$ cat src/rtl/decoder_onehot_stream.sv
// ----------------------------------------------------------------------------
// decoder_onehot_stream
//   Pipelined select-code decoder. Each accepted request (in_sel, in_mode) is
//   decoded into a one-hot, thermometer, inverted one-hot or accumulated mask
//   and stored in a 2-entry FIFO that drives the output stream.
//
// Ports
//   clk        rising-edge clock
//   rst        synchronous reset, active-high; flushes the FIFO and the accumulator
//   in_valid   request valid
//   in_ready   request accepted when in_valid & in_ready (low while rst=1 or FIFO full)
//   in_sel     select code
//   in_mode    00 one-hot, 01 thermometer, 10 inverted one-hot, 11 accumulate
//   acc_clr    clears the accumulator (before the OR of a same-cycle mode-11 accept)
//   out_valid  head entry valid
//   out_ready  downstream accepts the head entry
//   out_data   decoded mask of the head entry
//   out_err    head entry had an out-of-range select (in_sel >= OUT_W)
//   acc_mask   current accumulator contents
// ----------------------------------------------------------------------------
module decoder_onehot_stream #(
    parameter int SEL_W = 5,
    parameter int OUT_W = 32
) (
    input  logic             clk,
    input  logic             rst,
    input  logic             in_valid,
    output logic             in_ready,
    input  logic [SEL_W-1:0] in_sel,
    input  logic [1:0]       in_mode,
    input  logic             acc_clr,
    output logic             out_valid,
    input  logic             out_ready,
    output logic [OUT_W-1:0] out_data,
    output logic             out_err,
    output logic [OUT_W-1:0] acc_mask
);

    localparam logic [1:0] MODE_ONEHOT = 2'b00;
    localparam logic [1:0] MODE_THERMO = 2'b01;
    localparam logic [1:0] MODE_INVERT = 2'b10;
    localparam logic [1:0] MODE_ACC    = 2'b11;

    // One extra bit so that OUT_W == 2**SEL_W is representable.
    localparam logic [SEL_W:0] OUT_LIMIT = (SEL_W + 1)'(OUT_W);

    typedef enum logic [1:0] {
        ST_EMPTY = 2'd0,
        ST_ONE   = 2'd1,
        ST_TWO   = 2'd2
    } state_t;

    state_t           state_r;
    logic [OUT_W-1:0] head_data_r;
    logic             head_err_r;
    logic [OUT_W-1:0] tail_data_r;
    logic             tail_err_r;
    logic [OUT_W-1:0] acc_r;

    logic             accept_s;
    logic             pop_s;
    logic [OUT_W-1:0] acc_base_s;
    logic [OUT_W-1:0] acc_next_s;
    logic [OUT_W-1:0] dec_data_s;
    logic             dec_err_s;

    // Returns {err, mask}. An out-of-range select yields an all-zero mask in
    // every mode. In accumulate mode the mask is the new accumulator value.
    function automatic logic [OUT_W:0] decode_sel(
        input logic [SEL_W-1:0] sel,
        input logic [1:0]       mode,
        input logic [OUT_W-1:0] acc_base
    );
        logic [SEL_W:0]   sel_ext;
        logic [SEL_W:0]   idx;
        logic [OUT_W-1:0] onehot;
        logic [OUT_W-1:0] thermo;
        logic [OUT_W-1:0] data;
        logic             err;
        sel_ext = {1'b0, sel};
        onehot  = {OUT_W{1'b0}};
        thermo  = {OUT_W{1'b0}};
        for (int i = 0; i < OUT_W; i++) begin
            idx       = (SEL_W + 1)'(i);
            onehot[i] = (idx == sel_ext);
            thermo[i] = (idx <= sel_ext);
        end
        err = (sel_ext >= OUT_LIMIT);
        if (err) begin
            data = {OUT_W{1'b0}};
        end else begin
            case (mode)
                MODE_ONEHOT: data = onehot;
                MODE_THERMO: data = thermo;
                MODE_INVERT: data = ~onehot;
                MODE_ACC:    data = acc_base | onehot;
                default:     data = {OUT_W{1'b0}};
            endcase
        end
        return {err, data};
    endfunction

    // Handshake qualifiers and output flags derived from the registered state.
    assign in_ready  = ~rst & (state_r != ST_TWO);
    assign out_valid = (state_r != ST_EMPTY);
    assign out_data  = head_data_r;
    assign out_err   = head_err_r;
    assign acc_mask  = acc_r;

    // Decode the incoming request and compute the next accumulator value.
    always_comb begin
        accept_s   = in_valid & in_ready;
        pop_s      = out_valid & out_ready;
        acc_base_s = acc_clr ? {OUT_W{1'b0}} : acc_r;
        {dec_err_s, dec_data_s} = decode_sel(in_sel, in_mode, acc_base_s);
        if (accept_s && (in_mode == MODE_ACC) && !dec_err_s) begin
            acc_next_s = dec_data_s;
        end else begin
            acc_next_s = acc_base_s;
        end
    end

    // Occupancy FSM, 2-entry FIFO storage and accumulator register.
    always_ff @(posedge clk) begin
        if (rst) begin
            state_r     <= ST_EMPTY;
            head_data_r <= {OUT_W{1'b0}};
            head_err_r  <= 1'b0;
            tail_data_r <= {OUT_W{1'b0}};
            tail_err_r  <= 1'b0;
            acc_r       <= {OUT_W{1'b0}};
        end else begin
            acc_r <= acc_next_s;
            case (state_r)
                ST_EMPTY: begin
                    if (accept_s) begin
                        head_data_r <= dec_data_s;
                        head_err_r  <= dec_err_s;
                        state_r     <= ST_ONE;
                    end
                end
                ST_ONE: begin
                    if (accept_s && pop_s) begin
                        // Head leaves and the new entry becomes the head.
                        head_data_r <= dec_data_s;
                        head_err_r  <= dec_err_s;
                    end else if (accept_s) begin
                        tail_data_r <= dec_data_s;
                        tail_err_r  <= dec_err_s;
                        state_r     <= ST_TWO;
                    end else if (pop_s) begin
                        // Head keeps the last popped value while empty.
                        state_r <= ST_EMPTY;
                    end
                end
                ST_TWO: begin
                    if (pop_s) begin
                        head_data_r <= tail_data_r;
                        head_err_r  <= tail_err_r;
                        state_r     <= ST_ONE;
                    end
                end
                default: begin
                    state_r <= ST_EMPTY;
                end
            endcase
        end
    end

endmodule
$ cat config.mk
export PLATFORM = sky130hd
export DESIGN_NAME = decoder_onehot_stream
export DESIGN_NICKNAME = d
export VERILOG_FILES = /design/src/rtl/decoder_onehot_stream.sv
export SDC_FILE = /design/constraint.sdc
export NUM_CORES = 1
export LEC_CHECK = 0
export CORE_MARGIN = 5
export CORE_UTILIZATION = 50
export DETAILED_ROUTE_END_ITERATION = 12
export GPL_TIMING_DRIVEN = 0
export PLACE_DENSITY_LB_ADDON = 0.08
export SLEW_MARGIN = 10
export SYNTH_ARGS = -nofsm -noshare
export SYNTH_HDL_FRONTEND = slang
export SYNTH_SLANG_ARGS = --single-unit
$ cat constraint.sdc
create_clock -name clk -period 2.2 [get_ports clk]
set_input_delay 0.44 -clock clk [delete_from_list [all_inputs] [get_ports clk]]
set_output_delay 0.44 -clock clk [all_outputs]
set_load 0.02 [all_outputs]
# Word-level counts from Yosys, hierarchy flattened
# Index checks and enable logic that the tools add are counted.
# word_totals
inputBits	12
output_inout_bits	67
wordCells	112
regBits	99
# classes
n_reduce_logical	10
muxes	17
n_eq_ne	42
magnitude_cmp	31
bitwise	7
# ops
op	count
two-way mux 32 bit	5
case mux 32 bit (4 select lines)	1
case mux 32 bit (3 select lines)	1
equality test 5 bit (first input constant)	16
less-or-equal comparator 5 bit (first input constant)	16
equality test 4 x 5 -> 1 bit (first input constant)	8
less-or-equal comparator 4 x 5 -> 1 bit (first input constant)	8
NOT 32 bit	1
bitwise OR 32 bit	1
equality test 3 x 5 -> 1 bit (first input constant)	4
less-or-equal comparator 3 x 5 -> 1 bit (first input constant)	4
equality test 2 x 5 -> 1 bit (first input constant)	2
less-or-equal comparator 2 x 5 -> 1 bit (first input constant)	2
two-way mux 2 bit	5
!= test 2 bit (second input constant)	5
AND reduction 4 bit	2
equality test 2 bit (second input constant)	3
case mux 2 bit (3 select lines)	1
equality test 1 x 5 -> 1 bit (first input constant)	1
less-or-equal comparator 1 x 5 -> 1 bit (first input constant)	1
logical NOT 5 bit	1
equality test 2 x 1 -> 1 bit (second input constant)	2
logical NOT 2 bit	2
bitwise AND 1 bit	3
8 further kinds	12

# Longest topological paths before layout
# logic_depth
ltp_word	6
ltp_mapped	9
depth_no_buf	5

# Least setup slack after synthesis
# Ideal clock, no wire load.
# synth_path
path_kind	input port to flip-flop
startpoint	input port in_sel[1]
endpoint	register head_data_r[24], in the netlist out_data[24]
stages	5
slack_ps	346
setup_time_ps	91
required_time_ps	2109
arrival_ps	1763
path_buffers	0
cell_sequence	or3b_1 > or3_1 > a311oi_2 > nand2_1 > a311oi_1
# synth_via
elab_chain_cells	5
word_cells_on_any_way	8
classes_between	order compare (1); eq/ne (1); mux (4); bitwise (2)
# synth_lines
element	line_no	text
start: declaration	29	input logic [SEL_W-1:0] in_sel,
parallel branches: the longest is 2 deep, another holds less-or-equal comparator 5 bit	-	
case mux 32 bit (4 select lines) (*)	92	case (mode)
two-way mux 32 bit, on equally long branches	143, 136	
case mux 32 bit (3 select lines) (*)	134	case (state_r)
end signal: assignment	137	head_data_r <= dec_data_s;
end signal: assignment	145	head_data_r <= dec_data_s;
end signal: assignment	158	head_data_r <= tail_data_r;
end: declaration	54	logic [OUT_W-1:0] head_data_r;
# Mark *: on every way between the ends. The select of a mux whose other input is x is not followed.
# A chain may end at the register's enable or synchronous reset.

# Worst setup path after layout
# layout_path
startpoint	input port in_mode[0]
endpoint	register head_data_r[16], in the netlist out_data[16]
# layout_via
elab_chain_cells	4
word_cells_on_any_way	8
classes_between	eq/ne (3); mux (4); reduce/logical (1)
# layout_lines
element	line_no	text
start: declaration	30	input logic [1:0] in_mode,
equality test 2 bit, or another cell as far along	92	
case mux 32 bit (4 select lines) (*)	92	
two-way mux 32 bit, on equally long branches	143, 136	
case mux 32 bit (3 select lines) (*)	134	
# Mark *: on every way between the ends. The rest lies on a longest branch, timed or not. The select of a mux whose other input is x is not followed.

==> run metrics <==
commonest non-fill, non-tap cell in the layout nand2_1; max_cap viols 0; DR DRC count 0; critical path type in2reg; worst min-delay path category reg2reg; die width 114.6 um; die area 13,130 um2; Hold Fails Final Rpt 0; peak supply drop 0.0004115 V; Synth cell types 74; Worst-Margin Slew 0.8176 ns; leakage power 0.002477 uW; pin count of the biggest net entering global routing 18; Initial Util 50.68%; crit path max fanout 10; first-pass GRT wire length 35,310 um; initial antenna violation count 0; Power per Cell Area 597.2 nW/um2; Post-Route WL 23,240 um; syn nets 742; crit share post-route 97.26%; H-Tree Depth 3; vias in the first global route 6,180; sequential fraction of the synthesis area 35.86%; Clock Path Buffers 2; Arr. time, crit path 2.39 ns; DRT Pass-1 Iters 5; CTS clk-pin slew, worst paths 0.10 ns; Layout area overhead 26.14%; via/cell ratio 6.524; WL/cell 24.00 um; Total Power 4121 uW; antenna viol nets, final 0; area post-placement 6406 um2; Fin Setup TNS 0 ns; fin util 63.93%; fin nets 835; mapped cell area 5470 um2; diode count 0; design area 6900 um2; Syn Inst Count 730; initial DRC count 843; final setup fails 0; unrepaired setup endpoints after global routing false; final HPWL from detailed placement 16,600 um; CTS Root Cell clkbuf_8; Multi-input gate area 3263 um2; Critical Path End Type flop; shortest period the worst path allows 2.140 ns; GRT Util Overall 35.50%; Skew-Pair Late Insertion Delay 0.40 ns; Post-synth ARST share 0%; #FFs+latches synth 98; Fin Clk Skew 0.01591 ns; Slew Viols, Final 0; via count 6,315; hold slack 0.4648 ns; CTS tree done; commonest cells after routing, fill and taps aside nand2_1, dfxtp_1, nor2_1, a21oi_1, clkdlybuf4s50_1; Worst EP required 2.45 ns; chip height 114.6 um; Synth Warn # 0; Core Region 10,790 um2; I/O Buffers 76; share of cells above drive strength 1 15.10%; outcome finished, final reports clean; Fillers 977; Placer Congestion 0.9950; clk sinks 98; slew margin rel. 45.50%; Register Area 1963 um2; Avg Inst Size Synth 7.493 um2; gr ovfl total 0; fmax 467.4 MHz; Post-synth top flop dfxtp_1; Critical Path Source Type input port; CTS Buf Count 9; Core Rows 38; EDFF count, synth 0; number of I/O pins 79
==> cells in the mapped netlist, types with 4 or more instances <==
library cell	n	share of area, %
a21oi_1	69	6.3
o211a_1	4	0.73
a32oi_1	5	0.80
dfxtp_1	98	36
clkbuf_1	40	2.7
o21ai_1	15	1.4
o221ai_1	8	1.3
o22ai_1	5	0.57
buf_1	7	0.48
nor2b_1	23	2.6
mux2i_1	6	1.1
o21ai_0	36	3.3
o31ai_1	8	1.1
o311a_1	4	0.73
o211ai_1	17	2.3
a211oi_1	18	2.5
a311oi_1	10	1.6
buf_2	30	2.7
inv_1	7	0.48
o21a_1	5	0.69
xnor2_1	5	0.80
nand4_1	5	0.57
nand3_1	22	2.0
nand2b_1	15	1.7
nand2_1	104	7.1
nor2_1	68	4.7
nor3_1	14	1.3
or3_1	8	0.91
==> sequential cells by signal, indices dropped and copies added (netlist names) <==
register / cells
tail_data_r: 32
state_r: 2
acc_mask: 32
out_data: 32
==> power breakdown <==
| group | total (uW) | switching, uW | internal [uW] |
|---|---|---|---|
| sequential | 1900 | 45.8 | 1850 |
| combinational | 1050 | 658 | 387 |
| clock | 1180 | 721 | 456 |
| total | 4120 | 1420 | 2700 |
==> cells by family (layout without fill, tap and decap cells) <==
group / after synthesis / after routing / synth area share (%)
buf+inv: 89 / 187 / 6.930
mux: 7 / 7 / 1.304
simple gates: 293 / 293 / 26.01
compound gates: 237 / 237 / 29.03
xor+xnor: 5 / 5 / 0.8005
other cells: 1 / 1 / 0.06855
flops: 98 / 98 / 35.86
==> area by class of cell <==
class / count / share of cell area (%)
clock buffer: 10 / 1.995
sequential: 98 / 28.45
clock inverter: 6 / 0.7253
inverter: 10 / 0.5621
buffer: 73 / 6.056
timing repair buffer: 88 / 12.38
multi-input combinational: 543 / 47.29
tap: 140 / 2.539
==> worst max-delay path, stage by stage <==
cell             delay [ns]
clkdlybuf4s50_1        0.49
buf_4                  0.22
inv_1                  0.07
buf_2                  0.23
o21ai_0                0.41
a32oi_2                0.18
buf_4                  0.20
nand2_1                0.09
a211oi_2               0.07
==> path summary, 6_finish.rpt <==
check	start	end	slack, ns	depth (start not counted)
setup / recovery	in_mode[0]	out_data[16]	0.06	9
hold / removal	tail_data_r[5]	tail_data_r[5]	0.46	2
setup reg to reg	state_r[0]	acc_mask[19]	0.10	8
hold reg to reg	tail_data_r[5]	tail_data_r[5]	0.46	2
==> stage by stage <==
step                      setup WS (ns)  std cells
final                           0.06035        968
after global routing           0.004677        968
after CTS                     0.0004001        966
after detailed placement         -1.145        946
after global placement           -1.087        946
after floorplan                  0.3456        730
==> routing by layer <==
metal	global-route usage, %	share of wire, %
met2	53.98	44
met4	18.37	4.5
met1	45.49	40
met5	0	0
met3	10.36	12
==> repair_timing <==
item / 4_1_cts / 5_1_grt
hold buffers: 0 / 0
setup endpoints to repair: 91 / 68
resized for setup: 55 / 49
pin swaps: 8 / 2
gates cloned: 0 / 0
setup buffers: 9 / 3
No activity file was read; power rests on OpenSTA's default activity.
